$ cat src/rtl/elem_rshift_seq_pkg.sv
// Shared types and sizing helpers for the chunked element right-shift sequencer.
package elem_rshift_seq_pkg;

  typedef enum logic [1:0] {
    IDLE = 2'd0,
    RUN  = 2'd1,
    DONE = 2'd2
  } state_e;

  function automatic int num_chunks(input int n, input int lanes);
    return (n + lanes - 1) / lanes;
  endfunction

  function automatic int cnt_width(input int chunks);
    return (chunks > 1) ? $clog2(chunks) : 1;
  endfunction

endpackage

$ cat src/rtl/elem_rshift_seq_if.sv
// Fixed-point context shared by the element-wise matrix ops: element width, clock and sync reset.
interface elem_rshift_seq_if #(
  parameter int WIDTH = 16
) (
  input logic clk,
  input logic reset
);

  modport master (input clk, input reset);
  modport slave  (input clk, input reset);

endinterface

$ cat src/rtl/elem_rshift_seq_shift.sv
// Combinational element-wise logical right shift of a ROWS x COLS matrix by a common amount.
module elem_rshift_seq_shift #(
  parameter int ROWS  = 1,
  parameter int COLS  = 1,
  parameter int WIDTH = 16
) (
  input  logic [ROWS:1][COLS:1][WIDTH-1:0] a,
  input  logic [4:0]                       b,
  output logic [ROWS:1][COLS:1][WIDTH-1:0] f
);

  // A shift amount at or beyond WIDTH already zero-fills the whole element.
  always_comb begin
    f = '0;
    for (int r = 1; r <= ROWS; r++) begin
      for (int c = 1; c <= COLS; c++) begin
        f[r][c] = a[r][c] >> b;
      end
    end
  end

endmodule

$ cat src/rtl/elem_rshift_seq.sv
// Time-multiplexed matrix right shift: row-major chunks of LANES elements per clock through
// one shared shifter, behind a start/busy/done handshake.
//
// state | meaning
// IDLE  | waiting for start; f holds the last result
// RUN   | chunk k of C being shifted and written into f
// DONE  | one-cycle done pulse; start here launches the next job
module elem_rshift_seq
  import elem_rshift_seq_pkg::*;
#(
  parameter int ROWS  = 1,
  parameter int COLS  = 1,
  parameter int LANES = 1,
  parameter int WIDTH = 16
) (
  elem_rshift_seq_if.slave                g,
  input  logic                            start,
  input  logic [ROWS:1][COLS:1][WIDTH-1:0] a,
  input  logic [4:0]                      b,
  output logic                            busy,
  output logic                            done,
  output logic [ROWS:1][COLS:1][WIDTH-1:0] f
);

  localparam int N  = ROWS * COLS;
  localparam int C  = num_chunks(N, LANES);
  localparam int KW = cnt_width(C);
  localparam int GW = g.WIDTH;

  state_e                    state_q, state_d;
  logic [KW-1:0]             k_q;
  logic [4:0]                b_q;
  logic [N-1:0][WIDTH-1:0]   opnd_q;
  logic [N-1:0][WIDTH-1:0]   res_q;
  logic [LANES-1:0][WIDTH-1:0] lane_in;
  logic [LANES-1:0][WIDTH-1:0] lane_out;
  logic                      capture;
  logic                      last;

  assign last = (k_q == KW'(C - 1));

  always_comb begin
    state_d = state_q;
    capture = 1'b0;
    unique case (state_q)
      IDLE: begin
        if (start) begin
          capture = 1'b1;
          state_d = RUN;
        end
      end
      RUN: begin
        if (last) state_d = DONE;
      end
      DONE: begin
        if (start) begin
          capture = 1'b1;
          state_d = RUN;
        end else begin
          state_d = IDLE;
        end
      end
      default: state_d = IDLE;
    endcase
  end

  always_ff @(posedge g.clk) begin
    if (g.reset) begin
      state_q <= IDLE;
      k_q     <= '0;
      b_q     <= '0;
      opnd_q  <= '0;
    end else begin
      state_q <= state_d;
      if (capture) begin
        opnd_q <= a;
        b_q    <= b;
        k_q    <= '0;
      end else if (state_q == RUN && !last) begin
        k_q <= k_q + 1'b1;
      end
    end
  end

  // Lanes past the end of the matrix in a partial last chunk are fed zero and never written back.
  always_comb begin
    lane_in = '0;
    for (int j = 0; j < C; j++) begin
      if (k_q == KW'(j)) begin
        for (int l = 0; l < LANES; l++) begin
          if (j * LANES + l < N) lane_in[l] = opnd_q[j * LANES + l];
        end
      end
    end
  end

  elem_rshift_seq_shift #(
    .ROWS  (1),
    .COLS  (LANES),
    .WIDTH (GW)
  ) u_shift (
    .a (lane_in),
    .b (b_q),
    .f (lane_out)
  );

  always_ff @(posedge g.clk) begin
    if (g.reset) begin
      res_q <= '0;
    end else if (state_q == RUN) begin
      for (int j = 0; j < C; j++) begin
        for (int l = 0; l < LANES; l++) begin
          if (k_q == KW'(j) && j * LANES + l < N) res_q[j * LANES + l] <= lane_out[l];
        end
      end
    end
  end

  assign f    = res_q;
  assign busy = (state_q == RUN);
  assign done = (state_q == DONE);

endmodule
$ cat src/flat_wrapper.sv
// flat-port wrapper written by rule: the top's interface ports become plain ports
module elem_rshift_seq_flat import elem_rshift_seq_pkg::*;
#(
  parameter int ROWS  = 1,
  parameter int COLS  = 1,
  parameter int LANES = 1,
  parameter int WIDTH = 16
)
  (start, a, b, busy, done, f, clk, reset);
  elem_rshift_seq_if #(.WIDTH(WIDTH)) g_i (.clk(clk), .reset(reset));
  input  logic start;
  input  logic [ROWS:1][COLS:1][WIDTH-1:0] a;
  input  logic [4:0] b;
  output logic busy;
  output logic done;
  output logic [ROWS:1][COLS:1][WIDTH-1:0] f;
  input wire logic clk;
  input wire logic reset;
  elem_rshift_seq #(.ROWS(ROWS), .COLS(COLS), .LANES(LANES), .WIDTH(WIDTH)) u_core (.g(g_i), .start(start), .a(a), .b(b), .busy(busy), .done(done), .f(f));
endmodule
$ cat config.mk
export PLATFORM = sky130hd
export DESIGN_NAME = elem_rshift_seq_flat
export DESIGN_NICKNAME = d
export VERILOG_FILES = /design/src/rtl/elem_rshift_seq_pkg.sv /design/src/rtl/elem_rshift_seq_if.sv /design/src/rtl/elem_rshift_seq_shift.sv /design/src/rtl/elem_rshift_seq.sv /design/src/flat_wrapper.sv
export SDC_FILE = /design/constraint.sdc
export NUM_CORES = 1
export LEC_CHECK = 0
export ABC_CLOCK_PERIOD_IN_PS = 3710
export CORE_MARGIN = 2
export CORE_UTILIZATION = 50
export DETAILED_ROUTE_END_ITERATION = 8
export GPL_ROUTABILITY_DRIVEN = 0
export GPL_TIMING_DRIVEN = 0
export PLACE_DENSITY = 0.74
export SETUP_SLACK_MARGIN = 0.3
export SLEW_MARGIN = 20
export SYNTH_ARGS = -nofsm -noshare
export SYNTH_HDL_FRONTEND = slang
export SYNTH_SLANG_ARGS = --single-unit
$ cat constraint.sdc
create_clock -name clk -period 3.71 [get_ports clk]
set_input_delay 0.9275 -clock clk [delete_from_list [all_inputs] [get_ports clk]]
set_output_delay 0.9275 -clock clk [all_outputs]
set_load 0.01 [all_outputs]
==> results list, run 1 <==
* Result of the run: finished clean
* Number of register bits inferred by synthesis: 40
- Final worst clock skew: around 3.4 ps
- Summed over all nets, the half-perimeter wirelength after detailed placement is between 3000 and 4000 um.
- Slowest cell delay on critical path: ~570 ps
- Setup repair after global routing left no endpoint under its margin.
- After clock tree synthesis, the repair step resized 0 gates.
* Fraction of synthesized area in multiplexers: approximately a fifth
- Worst hold endpoint: u_core.f[8]
- In this run the cell area of the synthesized design comes to ~0.0021 mm2.
- Headroom to the max-slew limit came out at between 40 and 50%.
* DR DRC count: 0
- Smallest hold slack: 457.0 ps
* Synthesized instance count: ~240
- Worst Path Max Fanout: 5
* Grt ovf: 0
- The average instance in the mapped netlist occupies a little under 9 um2.
- WL final: 4810 um
* Post-synthesis share of cell area spent on xor and xnor gates: 0%
- The tool flagged a number of max-cap violations equal to 0.
* GRT Resource Usage Total: between 20% and 30%
* Setup_tns: 0 ps
* Antenna diode count: 0
- Share of cells above drive strength 1: 10.25%
- The worst setup path is captured at an output pin.
- The startpoint identified for the worst register-to-register timing path is u_core.state_q[0].
- Nets in the synthesized netlist: 260
* Clock slew at the register clock pins of the worst setup and hold paths: ~70 ps
- Worst ir drop on vdd: roughly 200 uV
- Once the clock tree was built, the setup fixing pass inserted 0 buffers.
* Post-synthesis adder-cell area fraction: 0%
* First-pass detailed-route iteration total: 4
* Fraction of the mapped netlist area in compound gates: between 10% and 20%
- By startpoint and endpoint, the worst setup path is classified as reg2out.
- Crit path launch type: flip-flop
* Critical path, cell by cell: nor2b_1 -> clkdlybuf4s50_1
- From left edge to right edge, the die measures 68.69 um.
* Yosys warning count: 0
* Global-route wire length before repair: roughly 8200 um
* Dominant combinational cell family by area after synthesis: multiplexers
* Effective utilization at floorplan: a little over half
- Post-layout min period: 2388 ps
- Dividing total power by cell area gives a power density of 354.3 mW/mm2.
- Critical-path cell with the highest stage delay: sky130_fd_sc_hd__clkdlybuf4s50_1
- Leakage power: 0.0008825 uW
- Of the total synthesized cell area, the portion taken by AND, OR, NAND and NOR gates is a little under a fifth.
* Number of cells on the worst hold path: 2
* Period utilization: between 60% and 70%
- Data on the critical path is required at its endpoint by 2780 ps.
- Worst hold path type: reg2reg
* Slew at the pin closest to its max-slew limit: about 750 ps
- Critical path startpoint: u_core.state_q[0]
* Number of nets in the finished design: a little over 300
- Area growth, synth to finish: 26.73%
* Buffers on Ports: 40
* Final-report setup violation count: 0
- The via count of the first global-routing pass came to around 1.7k.
* Post-cts hold buffer count: 0
* CTS root buf: sky130_fd_sc_hd__clkbuf_8
* CTS sink cnt: 40
- Antenna violations before repair: 0
- Of the synthesized area, sequential elements account for 38.28%.
* Core area: around 0.0040 mm2
- Floorplan row count: 23
- The worst register-to-register path ends at u_core.f[11].
- Logic depth of the worst register-to-register path: 5
* Worst-Skew Late Latency: 290 ps
- I/O pin count: 42
- The floorplan step defined a die boundary enclosing between 0.004 and 0.005 mm2.
- The number of pins exceeding their max-slew limit in the final report is 0.
- Number of buffers on the longest clock path: 2
- TritonCTS clock tree: yes
- Count of antenna-violating nets left after detailed routing: 0
- Detailed router's first-iteration violation count: 118
- The die is 68.69 um tall.
- Number of buffers created by CTS: 5
- Reg2reg setup slack: 1820 ps
- Highest-count cells in the layout ignoring fill and taps: 50 x sky130_fd_sc_hd__nand2_1, 40 x sky130_fd_sc_hd__clkdlybuf4s50_1, 40 x sky130_fd_sc_hd__dfxtp_1, 25 x sky130_fd_sc_hd__a21oi_1, 18 x sky130_fd_sc_hd__mux2i_1
* Maximum number of pins on one net before global-route repair: 12
- The library cell used most frequently in the layout, excluding fill and tap cells, is sky130_fd_sc_hd__nand2_1.
- Number of distinct library cells after synthesis: 35
* Number of hold violations in the final report: 0
* Data arrival time of the worst path: 1460 ps
- CTS built an H-tree with a depth of 2.
- Via Count: ~1.9k
- Mean number of vias per cell: 5.631
- For this run, the top clock speed supported by timing is about 0.42 GHz.
* Wire length per cell after detailed routing: roughly 14 um
- Hold path startpoint: u_core.f[8]
-- state kept, by name (all words and copies together), names as in the netlist --
signal          count
u_core.f           16
u_core.opnd_q      16
u_core.b_q          5
u_core.state_q      2
u_core.k_q          1
-- per-layer routing --
| metal | track usage, % | wire length [um] |
|---|---|---|
| met5 | 0 | 0 |
| met4 | 6.750 | 17 |
| met3 | 5.357 | 232 |
| met2 | 38.22 | 2309 |
| met1 | 31.46 | 2251 |
-- how the worst max path moves through the flow --
stage,endpoint,cells past startpoint
floorplan,u_core.f[3],5
global placement,u_core.b_q[1],5
detailed placement,u_core.b_q[1],5
CTS,busy,2
global route,busy,2
finish,busy,2
-- worst max-delay path: cells and delay by family (launching register included) --
| kind | cells | cell delay [ps] |
|---|---|---|
| buffers and inverters | 1 | 570 |
| DFF | 1 | 370 |
| and+or+nand+nor | 1 | 230 |
-- synthesized netlist by cell type --
cell | n | area, um2
sky130_fd_sc_hd__a2111oi_0 | 1 | 8.760
sky130_fd_sc_hd__a21oi_1 | 25 | 125.1
sky130_fd_sc_hd__a22oi_1 | 6 | 45.04
sky130_fd_sc_hd__a32o_1 | 1 | 10.01
sky130_fd_sc_hd__a32oi_1 | 4 | 35.03
sky130_fd_sc_hd__and2b_1 | 1 | 7.510
sky130_fd_sc_hd__buf_1 | 2 | 7.510
sky130_fd_sc_hd__buf_2 | 5 | 25.02
sky130_fd_sc_hd__buf_4 | 2 | 15.01
sky130_fd_sc_hd__clkbuf_1 | 13 | 48.80
sky130_fd_sc_hd__dfxtp_1 | 40 | 800.8
sky130_fd_sc_hd__inv_1 | 1 | 3.750
sky130_fd_sc_hd__mux2_2 | 3 | 33.78
sky130_fd_sc_hd__mux2i_1 | 18 | 180.2
sky130_fd_sc_hd__mux4_2 | 10 | 225.2
sky130_fd_sc_hd__nand2_1 | 50 | 187.7
sky130_fd_sc_hd__nand2b_1 | 4 | 25.02
sky130_fd_sc_hd__nand3_1 | 1 | 5.000
sky130_fd_sc_hd__nor2_1 | 10 | 37.54
sky130_fd_sc_hd__nor2b_1 | 5 | 31.28
sky130_fd_sc_hd__nor3_1 | 3 | 15.01
sky130_fd_sc_hd__nor4b_1 | 2 | 17.52
sky130_fd_sc_hd__nor4b_2 | 1 | 15.01
sky130_fd_sc_hd__o211ai_1 | 6 | 45.04
sky130_fd_sc_hd__o21ai_0 | 10 | 50.05
sky130_fd_sc_hd__o221ai_1 | 2 | 17.52
sky130_fd_sc_hd__o22a_1 | 1 | 8.760
sky130_fd_sc_hd__o22ai_1 | 2 | 12.51
sky130_fd_sc_hd__o31a_1 | 1 | 8.760
sky130_fd_sc_hd__o32ai_1 | 1 | 8.760
sky130_fd_sc_hd__or2_0 | 1 | 6.260
sky130_fd_sc_hd__or2_2 | 1 | 6.260
sky130_fd_sc_hd__or3_1 | 1 | 6.260
sky130_fd_sc_hd__or3b_1 | 1 | 8.760
sky130_fd_sc_hd__or4_1 | 1 | 7.510
-- per-stage QoR --
step | instance area [um2] | setup slack (ps) | util (%) | instances | power [uW]
finish | 2651 | 1322 | 66.28 | 333 | 939.3
floorplan | 2092 | 1676 | - | 236 | 577.1
detailed placement | 2555 | 1325 | 63.87 | 326 | 639.7
global placement | 2555 | 1350 | 63.87 | 326 | 637.5
global route | 2651 | 1257 | 66.28 | 333 | 981.2
CTS | 2651 | 1304 | 66.28 | 333 | 942.1
-- cell type report --
| type | count | area, um2 |
|---|---|---|
| fill | 349 | 1349 |
| clock buffer | 7 | 96.34 |
| timing repair buffer | 40 | 400.4 |
| buffer | 22 | 96.34 |
| tap | 50 | 62.56 |
| sequential | 40 | 800.8 |
| multi-input combinational | 173 | 1191 |
| inverter | 1 | 3.754 |
-- kinds of logic (layout without fill, tap and decap cells) --
| logic type | count (synthesis) | count (layout) |
|---|---|---|
| compound gates | 60 | 60 |
| flops | 40 | 40 |
| buf+inv | 23 | 70 |
| simple gates | 82 | 82 |
| mux | 31 | 31 |
-- power by group --
group          switching (uW)  total, uW  internal [uW]
registers                19.1        467            448
logic                    80.3        163           83.1
clock network             143        309            166
total                     243        939            697
(Power assumes the default switching activity.)
==> inputs of run 2 (changes only) <==
ABC_CLOCK_PERIOD_IN_PS = 2460   (was 3710)
clock period = 2.46 ns   (was 3.71 ns; I/O delays follow)
==> results of run 2 <==
Same layout as run 1 (identical final DEF). Status: finished clean.
Main changes from that run: setup slack after placement 1325 ps -> 387.7 ps; setup slack after layout 1322 ps -> 384.7 ps; register-to-register setup slack 1820 ps -> 570 ps; total power 939.3 uW -> 1417 uW; worst IR drop on VDD 200.4 uV -> 302.2 uV
==> inputs of run 3 (changes only) <==
ABC_CLOCK_PERIOD_IN_PS = 2000   (was 2460)
clock period = 2 ns   (was 2.46 ns; I/O delays follow)
==> run 3 against run 2 <==
  * Non-clock buffer count rose by 5
  * Critical path depth is 4 higher
  * Critical endpoint is now u_core.f[3]
  * Flip-flop and latch count stayed put
  * Sequential power increased by 24%
==> results list, run 3 (synthesis results as in run 1) <==
- The flow ran to the end, and the final reports show no timing, DRC or antenna violations.
* DR DRC count: 0
- Slew at the pin closest to its max-slew limit: 499.3 ps
- In this run the number of H-tree levels came out at 2.
- The worst hold path belongs to the class reg2reg.
* Wire length per cell after detailed routing: roughly 15 um
- Adding up every negative setup slack in the final design gives 0 ps.
- For this configuration, the core starts out at a cell density of 52.30%.
- For the worst setup path, the data arrival time is 1940 ps.
- Max cap viols: 0
- For this block, the routed nets add up to just over 5000 um of wire.
- Floorplan row count: 23
* Die height: approximately 70 um
- Setup repair after global routing missed its margin: yes
* Final worst clock skew: roughly 1.8 ps
- Entering global routing, the biggest net connects 12 pins.
* Classification of the worst setup path: reg2reg
- CTS root buf: sky130_fd_sc_hd__clkbuf_8
- The first global-routing pass estimated slightly above 8000 um of wire.
* Slowest cell delay on critical path: about 410 ps
- After clock tree synthesis, the clock-pin slew on the worst setup and hold paths is about 70 ps.
- Pin placement for this block handled 42 I/O pins.
- Worst Path Max Fanout: 7
- The worst pin sits at a relative slew slack of between 60 and 70%.
* Power Dens Cells: 630.9 mW/mm2
- Buffers on Ports: 40
- Measured on the finished design, the core utilization comes to 70.41%.
- First-pass detailed-route iteration total: 4
- Clock latency on the worst-skew pair, taken at its later pin, is approximately 290 ps.
* Grt ovf: 0
- Global routing consumed, over all layers together, between 20% and 30% of the routing resources.
* Antenna diode count: 0
- Core area: approximately 0.004 mm2
* Count of antenna-violating nets left after detailed routing: 0
* Area of the die: 0.004718 mm2
* Tot Pwr: roughly 1800 uW
- Leakage power: 0.001148 uW
* Slew Viols, Final: 0
* Post-layout min period: between 1500 and 2000 ps
* Number of nets in the finished design: between 300 and 400
* Most common cell after layout, fill and taps aside: sky130_fd_sc_hd__nand2_1
- Number of buffers created by CTS: 5
- STA classifies the critical path endpoint as a flip-flop.
* Share of cells above drive strength 1: 19.79%
* Critical-path cell with the highest stage delay: sky130_fd_sc_hd__or4_4
- CTS saw 40 sinks.
* Number of global-route vias before repair: around 1.7k
- Dividing the final minimum period by the clock period gives a little under nine tenths.
* Width of the die: between 60 and 70 um
* Detail Placement HPWL: about 3700 um
- The count of endpoints failing hold in the final timing report came to 0.
- Most frequent cell on the critical path: sky130_fd_sc_hd__buf_6
- Via Count: ~1.9k
- IR analysis of the VDD net gives a maximum drop of 375.5 uV.
- Relative to the synthesized area, the layout overhead comes to 34.63%.
- Antenna violations before repair: 0
- The worst setup path is launched from a flip-flop.
- Number of buffers on the longest clock path: 2
- The library cells used most frequently in the layout, excluding fill and tap cells, are 50 x sky130_fd_sc_hd__nand2_1, 37 x sky130_fd_sc_hd__dfxtp_1, 28 x sky130_fd_sc_hd__clkdlybuf4s50_1, 25 x sky130_fd_sc_hd__a21oi_1, 14 x sky130_fd_sc_hd__mux2i_1.
- The detailed router finished its first iteration with around 100 violations.
- In this design, the largest share of critical-path delay is due to simple AND/OR/NAND/NOR gates.
- Setup slack on the critical path of the routed design comes to roughly 300 ps.
* Critical path, cell by cell: or3b_1 -> buf_6 -> or4_4 -> buf_6 -> or2_0 -> nand3_1
* Total buffers and inverters traversed by the critical path: 2
- At the worst endpoint, the required time is approximately 2200 ps.
- Worst slack, placed: 42.65 ps
- Highest Clock Rate: ~0.59 GHz
* TritonCTS clock tree: yes
- In the routed layout, each cell is associated on average with a via count of around 5.6.
- Setup violations remaining at the end of the flow were counted as 0.
==> run 3: cell types whose count changed in the layout (fill, tap and decap cells not counted), sizes merged <==
| cell | delta |
|---|---|
| dlymetal6s2s | +10 |
| clkdlybuf4s50 | -12 |
| buf | +6 |
| clkbuf | +1 |
==> run 3: area by class of cell <==
class	count	area [um2]
Buffer	22	138.9
Clock buffer	7	96.34
Fill cell	336	1184
Inverter	1	3.754
Multi-Input combinational cell	173	1254
Sequential cell	40	804.5
Tap cell	50	62.56
Timing Repair Buffer	45	456.7
==> run 3: per-stage QoR <==
| stage | instances | hold slack (ps) | instance area (um2) |
|---|---|---|---|
| final | 338 | 457.3 | 2816 |
| after global routing | 338 | 488.8 | 2816 |
| after CTS | 337 | 458.5 | 2734 |
| after detailed placement | 326 | 448.4 | 2555 |
| after global placement | 326 | 443.7 | 2555 |
| after floorplan | 236 | 433.4 | 2092 |
==> run 3: repair_timing <==
item	CTS	global route
gates resized for setup	19	44
endpoints found under the setup margin	17	48
setup buffers	4	1
endpoints found under the hold margin	0	0
hold buffers	0	0
pin swaps	1	7
==> run 3: worst register-to-register path, cell delays in order (launching register included) <==
cell                      delay [ps]
sky130_fd_sc_hd__dfxtp_2         320
sky130_fd_sc_hd__or3b_1          380
sky130_fd_sc_hd__buf_6           140
sky130_fd_sc_hd__or4_4           410
sky130_fd_sc_hd__buf_6           150
sky130_fd_sc_hd__or2_0           190
sky130_fd_sc_hd__nand3_1          60
==> run 3: final timing paths <==
kind	from	end	slack, ps	depth (start not counted)
worst max-delay path	u_core.state_q[1]	u_core.f[3]	300	6
worst min-delay path	u_core.f[8]	u_core.f[8]	460	2
worst max register to register	u_core.state_q[1]	u_core.f[3]	300	6
worst min register to register	u_core.f[8]	u_core.f[8]	460	2
==> run 3: power by group <==
group	switching, uW	internal [uW]	total [uW]
clock	267	307	574
sequential	38.7	831	870
combinational	159	174	333
==> run 3: layer usage <==
metal / track usage, % / share of wire (%) / vias up
li1: - / - / 957
met1: 31.56 / 45 / 883
met2: 38.94 / 48 / 60
met3: 5.357 / 6.0 / 6
met4: 6.750 / 1.0 / 0
met5: 0 / 0 / -
